--- src/rtl/gabor_out_writer.sv ---
// gabor_out_writer: buffers signed Gabor results, clamps them to pixels and writes them to the output BRAMs in raster order.
// Optional feature macro GABOR_WR_SAT_EN: saturate oversized magnitudes to full scale and raise sat_flag.
module gabor_out_writer #(
    parameter int OUT_WIDTH  = 508,
    parameter int OUT_HEIGHT = 508,
    parameter int RES_W      = 20,
    parameter int PIX_W      = 8,
    parameter int ADDR_W     = 18,
    parameter int FIFO_DEPTH = 4
) (
    input  logic              clk,
    input  logic              rst_n,
    input  logic              start,
    input  logic              in_valid,
    output logic              in_ready,
    input  logic [RES_W-1:0]  in_res45,
    input  logic [RES_W-1:0]  in_res90,
    input  logic [RES_W-1:0]  in_res135,
    input  logic [RES_W-1:0]  in_res180,
    input  logic              bram_grant,
    output logic              bram_we,
    output logic [ADDR_W-1:0] bram_addr,
    output logic [PIX_W-1:0]  bram_din45,
    output logic [PIX_W-1:0]  bram_din90,
    output logic [PIX_W-1:0]  bram_din135,
    output logic [PIX_W-1:0]  bram_din180,
    output logic              busy,
    output logic              frame_done,
    output logic              sat_flag
);
    localparam int TOTAL = OUT_WIDTH * OUT_HEIGHT;
    localparam int CW = $clog2(TOTAL + 1);
    localparam int PW = $clog2(FIFO_DEPTH);
    localparam logic [RES_W-2:0] MAXV = (RES_W-1)'((1 << PIX_W) - 1);
`ifdef GABOR_WR_SAT_EN
    localparam bit SAT_EN = 1'b1;
`else
    localparam bit SAT_EN = 1'b0;
`endif

    typedef enum logic [1:0] {IDLE, RUN, DONE} state_t;

    state_t                  state_q, state_d;
    logic [PW-1:0]           wp_q, wp_d, rp_q, rp_d;
    logic [PW:0]             cnt_q, cnt_d;
    logic [CW-1:0]           acc_q, acc_d, wcnt_q, wcnt_d;
    logic [ADDR_W-1:0]       addr_q, addr_d;
    logic [3:0][PIX_W-1:0]   din_q, din_d, pix;
    logic                    we_q, we_d, busy_q, busy_d, done_q, done_d, sat_q, sat_d;
    logic [3:0][RES_W-1:0]   mem_q [FIFO_DEPTH];
    logic [3:0][RES_W-1:0]   head;
    logic [3:0]              sat_ch;
    logic                    push, pop;

    // A full FIFO still accepts when the head leaves in the same cycle
    assign pop      = (state_q == RUN) && (cnt_q != '0) && bram_grant;
    assign in_ready = (state_q == RUN) && ((cnt_q != (PW+1)'(FIFO_DEPTH)) || pop) && (acc_q < CW'(TOTAL));
    assign push     = in_valid && in_ready;
    assign head     = mem_q[rp_q];

    // Per-channel clamp of the FIFO head: negative to zero, optional saturation above full scale
    always_comb begin
        for (int i = 0; i < 4; i++) begin
            sat_ch[i] = SAT_EN && !head[i][RES_W-1] && (head[i][RES_W-2:0] > MAXV);
            pix[i]    = head[i][RES_W-1] ? '0 : sat_ch[i] ? '1 : head[i][PIX_W-1:0];
        end
    end

    // Next-state logic for the FIFO pointers, counters, FSM and registered outputs
    always_comb begin
        state_d = state_q;
        wp_d    = push ? wp_q + 1'b1 : wp_q;
        rp_d    = pop ? rp_q + 1'b1 : rp_q;
        cnt_d   = cnt_q + (PW+1)'(push) - (PW+1)'(pop);
        acc_d   = push ? acc_q + 1'b1 : acc_q;
        wcnt_d  = pop ? wcnt_q + 1'b1 : wcnt_q;
        addr_d  = pop ? ADDR_W'(wcnt_q) : addr_q;
        din_d   = pop ? pix : din_q;
        we_d    = pop;
        done_d  = 1'b0;
        busy_d  = busy_q;
        sat_d   = sat_q | (pop && (|sat_ch));
        case (state_q)
            IDLE: if (start) begin
                state_d = RUN;
                busy_d  = 1'b1;
                sat_d   = 1'b0;
                acc_d   = '0;
                wcnt_d  = '0;
                addr_d  = '0;
            end
            RUN: if (wcnt_q == CW'(TOTAL)) begin
                state_d = DONE;
                done_d  = 1'b1;
            end
            DONE: begin
                state_d = IDLE;
                busy_d  = 1'b0;
                acc_d   = '0;
                wcnt_d  = '0;
                addr_d  = '0;
            end
            default: state_d = IDLE;
        endcase
    end

    // State registers with synchronous active-low reset
    always_ff @(posedge clk) begin
        if (!rst_n) begin
            state_q <= IDLE;
            wp_q    <= '0;
            rp_q    <= '0;
            cnt_q   <= '0;
            acc_q   <= '0;
            wcnt_q  <= '0;
            addr_q  <= '0;
            din_q   <= '0;
            we_q    <= 1'b0;
            busy_q  <= 1'b0;
            done_q  <= 1'b0;
            sat_q   <= 1'b0;
        end else begin
            state_q <= state_d;
            wp_q    <= wp_d;
            rp_q    <= rp_d;
            cnt_q   <= cnt_d;
            acc_q   <= acc_d;
            wcnt_q  <= wcnt_d;
            addr_q  <= addr_d;
            din_q   <= din_d;
            we_q    <= we_d;
            busy_q  <= busy_d;
            done_q  <= done_d;
            sat_q   <= sat_d;
        end
    end

    // FIFO storage; validity is tracked by the pointers, so no reset is needed
    always_ff @(posedge clk) begin
        if (push) mem_q[wp_q] <= {in_res180, in_res135, in_res90, in_res45};
    end

    assign bram_we     = we_q;
    assign bram_addr   = addr_q;
    assign bram_din45  = din_q[0];
    assign bram_din90  = din_q[1];
    assign bram_din135 = din_q[2];
    assign bram_din180 = din_q[3];
    assign busy        = busy_q;
    assign frame_done  = done_q;
    assign sat_flag    = sat_q;
endmodule

--- config.mk ---
export PLATFORM = sky130hd
export DESIGN_NAME = gabor_out_writer
export DESIGN_NICKNAME = d
export VERILOG_FILES = /design/src/rtl/gabor_out_writer.sv
export SDC_FILE = /design/constraint.sdc
export NUM_CORES = 1
export LEC_CHECK = 0
export BUFFER_PORTS_ARGS = -buffer_cell sky130_fd_sc_hd__clkbuf_2
export CAP_MARGIN = 25
export CORE_ASPECT_RATIO = 0.9
export CORE_MARGIN = 3
export CORE_UTILIZATION = 35
export DETAILED_ROUTE_END_ITERATION = 7
export GPL_TIMING_DRIVEN = 0
export SLEW_MARGIN = 0
export SYNTH_ARGS = -nofsm -noshare
export SYNTH_HDL_FRONTEND = slang
export SYNTH_SLANG_ARGS = --single-unit
--- constraint.sdc ---
create_clock -name clk -period 5.9 [get_ports clk]
set_input_delay 0.59 -clock clk [delete_from_list [all_inputs] [get_ports clk]]
set_output_delay 0.59 -clock clk [all_outputs]
set_load 0.02 [all_outputs]
### Word level (Yosys, flattened, before mapping)

Memories as Yosys holds them, arrays and structs flattened. A register that Yosys moved wholly into a read port is not among the register bits.
Index checks and enable logic that the tools add are counted.

* flip-flop bits (word level): 98
* RAM bits: 320
* input bits: 85
* output and inout port bits: 55
* memories: 1

* add/subtract/negate cells: 6
* $lt $le $gt $ge: 1
* equal/unequal tests: 6
* multiplexer cells: 23
* reduce and logical (&&, ||, !) cells: 12

Memories
* mem_q: words 4, bits a word 80, read ports 1, clocked after Yosys merged registers in 1, write ports 1, RTL line 50 `logic [3:0][RES_W-1:0] mem_q [FIFO_DEPTH];`

Operators with widths (number)
* 2-to-1 mux 18 bit: 6
* one-hot mux 18 bit (2 select lines): 3
* adder 18 x 1 -> 18 bit (second input constant): 2
* 2-to-1 mux 8 bit: 4
* == test 18 bit (second input constant): 1
* < comparator 18 bit (second input constant): 1
* 2-to-1 mux 2 bit: 4
* AND reduction 2 bit: 3
* logical AND 1 bit: 5
* adder 2 x 1 -> 2 bit (second input constant): 2
* 2-to-1 mux 1 bit: 4
* one-hot mux 2 bit (2 select lines): 1
* adder 3 x 1 -> 3 bit: 1
* inequality test 3 bit (second input constant): 1
* nonzero test 3 bit: 1
* subtractor 3 x 1 -> 3 bit: 1
* == test 2 x 1 -> 1 bit (second input constant): 1
* == test 2 bit (second input constant): 1
* zero test 2 bit: 1
* inequality test 2 x 1 -> 1 bit (second input constant): 1
* inequality test 2 bit (second input constant): 1
* one-hot mux 1 bit (2 select lines): 1
* nonzero test 2 bit: 1
* logical OR 1 bit: 1

### Logic depth before layout (Yosys ltp)

* word-level depth: 10
* mapped depth: 14
* depth with buffers taken out: 12

### Worst setup path after synthesis

OpenSTA, ideal clock, no wires.

* path type: input to register
* start: in bram_grant
* end: reg cnt_q[2]
* arrival time: 2730 ps
* data required time: 5772 ps
* path slack: 3042 ps
* stages: 12
* buffers on the path: 0
* cells stage by stage: or4b_1 > nand3_1 > nor2_1 > inv_1 > ha_1 > inv_1 > ha_1 > inv_1 > fa_1 > xor2_1 > xnor2_1 > nor2_1

* longest elaborated chain between the ends: 7

RTL lines
* from (decl): RTL line 20 `input logic bram_grant,`
* logical AND 1 bit *: RTL line 56 `assign pop = (state_q == RUN) && (cnt_q != '0) && bram_grant;`
* logical OR 1 bit: RTL line 57 `assign in_ready = (state_q == RUN) && ((cnt_q != (PW+1)'(FIFO_DEPTH)) || pop) && (acc_q < CW'(TOTAL));`
* logical AND 1 bit (2 in a row): RTL line 57
* logical AND 1 bit: RTL line 58 `assign push = in_valid && in_ready;`
* adder 3 x 1 -> 3 bit: RTL line 74 `cnt_d = cnt_q + (PW+1)'(push) - (PW+1)'(pop);`
* subtractor 3 x 1 -> 3 bit *: RTL line 74
* to (signal assigned): RTL line 126 `cnt_q <= cnt_d;`
* to (decl): RTL line 45 `logic [PW:0] cnt_q, cnt_d;`

Mark *: on every way between the ends. The rest lies on a longest branch, timed or not.
A chain may end at the register's enable or synchronous reset.

### Worst setup path in the final report

* start: reg acc_q[7]
* end: reg cnt_q[2]

* longest elaborated chain between the ends: 5

RTL lines
* from (decl): RTL line 46 `logic [CW-1:0] acc_q, acc_d, wcnt_q, wcnt_d;`
* from (signal assigned): RTL line 114 `acc_q <= '0;`
* from (signal assigned): RTL line 127 `acc_q <= acc_d;`
* < comparator 18 bit: RTL line 57
* logical AND 1 bit: RTL line 57
* logical AND 1 bit: RTL line 58
* adder 3 x 1 -> 3 bit: RTL line 74
* subtractor 3 x 1 -> 3 bit: RTL line 74

No other way between the ends.

==> results.ini <==
[outcome]
status = completed

[synth]
synthFlopType = edfxtp_1
syn-num-nets = 781
syn-cell-area_sq_um = 9320
synth.avg_cell_area_sq_um = 13.6
synth_cell_type_count = 53
synth_async_sr_flop_share = 0
yosys_warnings = 0
synth-edff-count = 144
ys_seq_area_frac = 0.679
synthCells = 686
yosys_register_bits = 244

[die]
io_pins = 140
start_util = 0.357
coreArea_sq_um = 26100
die_w_um = 178
row_count = 56
dieArea_sq_um = 28600
die_y_um = 161

[clock_network]
tritoncts = done
ctsResizeCount = 0
postCtsSetupBuffers = 0
numClockSinks = 244
cts_made_buffers = 26
h-tree-depth = 1
hold_buffers = 0
clk_path_buf_depth = 3
root_buffer = clkbuf_16
clk_pin_slew_worst_paths_ps = 60
clkLatencyLatePin_ps = 540

[route]
wire_per_inst_um = 17.0
postRouteAntennaNets = 0
wl_mm = 20.0
drt_iter0_drc = 430
drtPass1Iterations = 4
num_vias = 5715
route.detailed.drc = 0
vias_per_cell = 4.85

[placement]
place.port_buffers = 94
dp.cells = 1128
gp_congestion = 0.793
dp_hpwl_mm = 12.9
post_dp_cell_area_sq_um = 10200

[finish]
mostFrequentLayoutCells = 144 x edfxtp_1, 100 x dfxtp_1, 94 x nand2_1, 94 x clkbuf_2, 60 x a21oi_1
syn_to_final_growth_pct = 19.3
diodes = 0
finalInstanceArea_sq_um = 11100
num-nets-final = 906
drive_gt1_frac = 0.238
finalNonFillerCells = 1179
mostFrequentLayoutCell = edfxtp_1

[sta]
holdWs_ps = 265
max_freq_ghz = 0.316
tightest_slew_ps = 996
period_needed_ps = 3170
tns_ps = 0
relSlewSlack = 0.336
fin_skew_ps = 19.0
period_share = 0.537
maxSlewViolCount = 0
rsz0062_at_grt = no
final-setup-viol-count = 0
hold_viol = 0

[grt]
grt_overflow_total = 0
antenna_found_initial = 1
grt_pass1_vias = 5618
grt_pass1_wl_mm = 31.3
grt.total_usage = 0.139
grt_max_degree = 37

[setup_path]
cp-start-kind = register
crit_required_ps = 6300
cp.arrival_ps = 3560
crit_fanout = 10
worst-setup-path-type = register to register
r2r_slack_ps = 2730
critPathCaptureType = register

[power_and_ir_drop]
vdd_drop_max_mv = 0.230
p_leak_uw = 0.00373
powerDensity_nw_per_um2 = 332

[job]
maxCapViolCount = 0

[min_path]
hold_class = primary input to register

[synth_stat cells (all sizes together) (6+ instances only)]
| cell | count | area (sq um) |
|---|---|---|
| inv | 9 | 33.8 |
| nor3 | 6 | 30.0 |
| and3 | 11 | 76.3 |
| buf | 14 | 68.8 |
| nand2 | 94 | 353 |
| dfxtp | 100 | 2000 |
| nor2 | 42 | 158 |
| nand3 | 47 | 253 |
| a21oi | 60 | 300 |
| mux4 | 32 | 721 |
| edfxtp | 144 | 4320 |
| o21ai | 9 | 45.0 |
| nor4 | 9 | 62.6 |
| xor2 | 11 | 96.3 |
| xnor2 | 20 | 175 |
| clkbuf | 18 | 67.6 |
| ha | 9 | 113 |
[worst max-delay path, stage by stage (launching register included)]
cell	delay [ps]
dfxtp_1	350
nor4_1	510
a211oi_2	320
nor2_1	500
inv_1	90
ha_1	280
inv_1	50
ha_1	130
inv_1	50
fa_1	390
xor2_1	160
xnor2_1	150
nor2_1	50
[sequential cells by signal, indices dropped and copies added, names as in the netlist, named ones only]
| signal | flops |
|---|---|
| bram_din45 | 8 |
| bram_din135 | 8 |
| bram_din90 | 8 |
| wp_q | 2 |
| acc_q | 18 |
| rp_q | 2 |
| mem_q | 144 |
| cnt_q | 3 |
| busy | 1 |
| frame_done | 1 |
| bram_din180 | 8 |
| state_q | 2 |
| bram_addr | 18 |
| wcnt_q | 18 |
| bram_we | 1 |
[worst paths after layout]
| path | from | to | depth (start not counted) |
|---|---|---|---|
| worst max-delay path | acc_q[7] | cnt_q[2] | 12 |
| worst min-delay path | in_res135[6] | mem_q[0][46] | 1 |
| worst max register to register | acc_q[7] | cnt_q[2] | 12 |
| worst min register to register | bram_addr[1] | bram_addr[1] | 2 |
[power by group]
part / leakage (uW) / internal, uW / switching [uW]
logic: 0.00121 / 104 / 175
registers: 0.00211 / 1840 / 18.3
clock network: 0.000402 / 894 / 655
total: 0.00373 / 2840 / 848
[metal layers]
layer / vias up / GRT usage / share of wire / wire (um)
met5: - / 0 / 0.00065 / 13
met4: 2 / 0.0300 / 0.018 / 364
met3: 33 / 0.0331 / 0.057 / 1150
met2: 128 / 0.224 / 0.47 / 9430
met1: 2776 / 0.193 / 0.45 / 9070
li1: 2776 / - / - / -
[cells by family (layout without fill, tap and decap cells)]
logic type / Yosys count / after routing / share of synthesized area
AND/OR/NAND/NOR: 238 / 238 / 0.125
flip-flops: 244 / 244 / 0.679
adder cells (fa/ha/maj): 10 / 10 / 0.0142
AO/OA/AOI/OAI: 80 / 80 / 0.0471
XOR/XNOR: 31 / 31 / 0.0291
buffers and inverters: 42 / 187 / 0.0187
other: 1 / 1 / 0.000402
multiplexers: 40 / 40 / 0.0865
[cell type report]
class	instances	area [sq um]
Buffer	32	136
Clock buffer	38	757
Clock inverter	10	76.3
Fill cell	2454	15000
Inverter	10	37.5
Multi-Input combinational cell	400	2820
Sequential cell	244	6330
Tap cell	348	435
Timing Repair Buffer	97	531
[per-stage QoR]
stage / utilization / worst slack (ps) / total power, uW
5_1_grt: 0.425 / 2540 / 3840
4_1_cts: 0.423 / 2670 / 3740
3_3_place_gp: 0.391 / 2590 / 2180
2_1_floorplan: - / 3040 / 2080
3_5_place_dp: 0.391 / 2550 / 2180
6_report: 0.425 / 2730 / 3690
(Power assumes the default switching activity.)
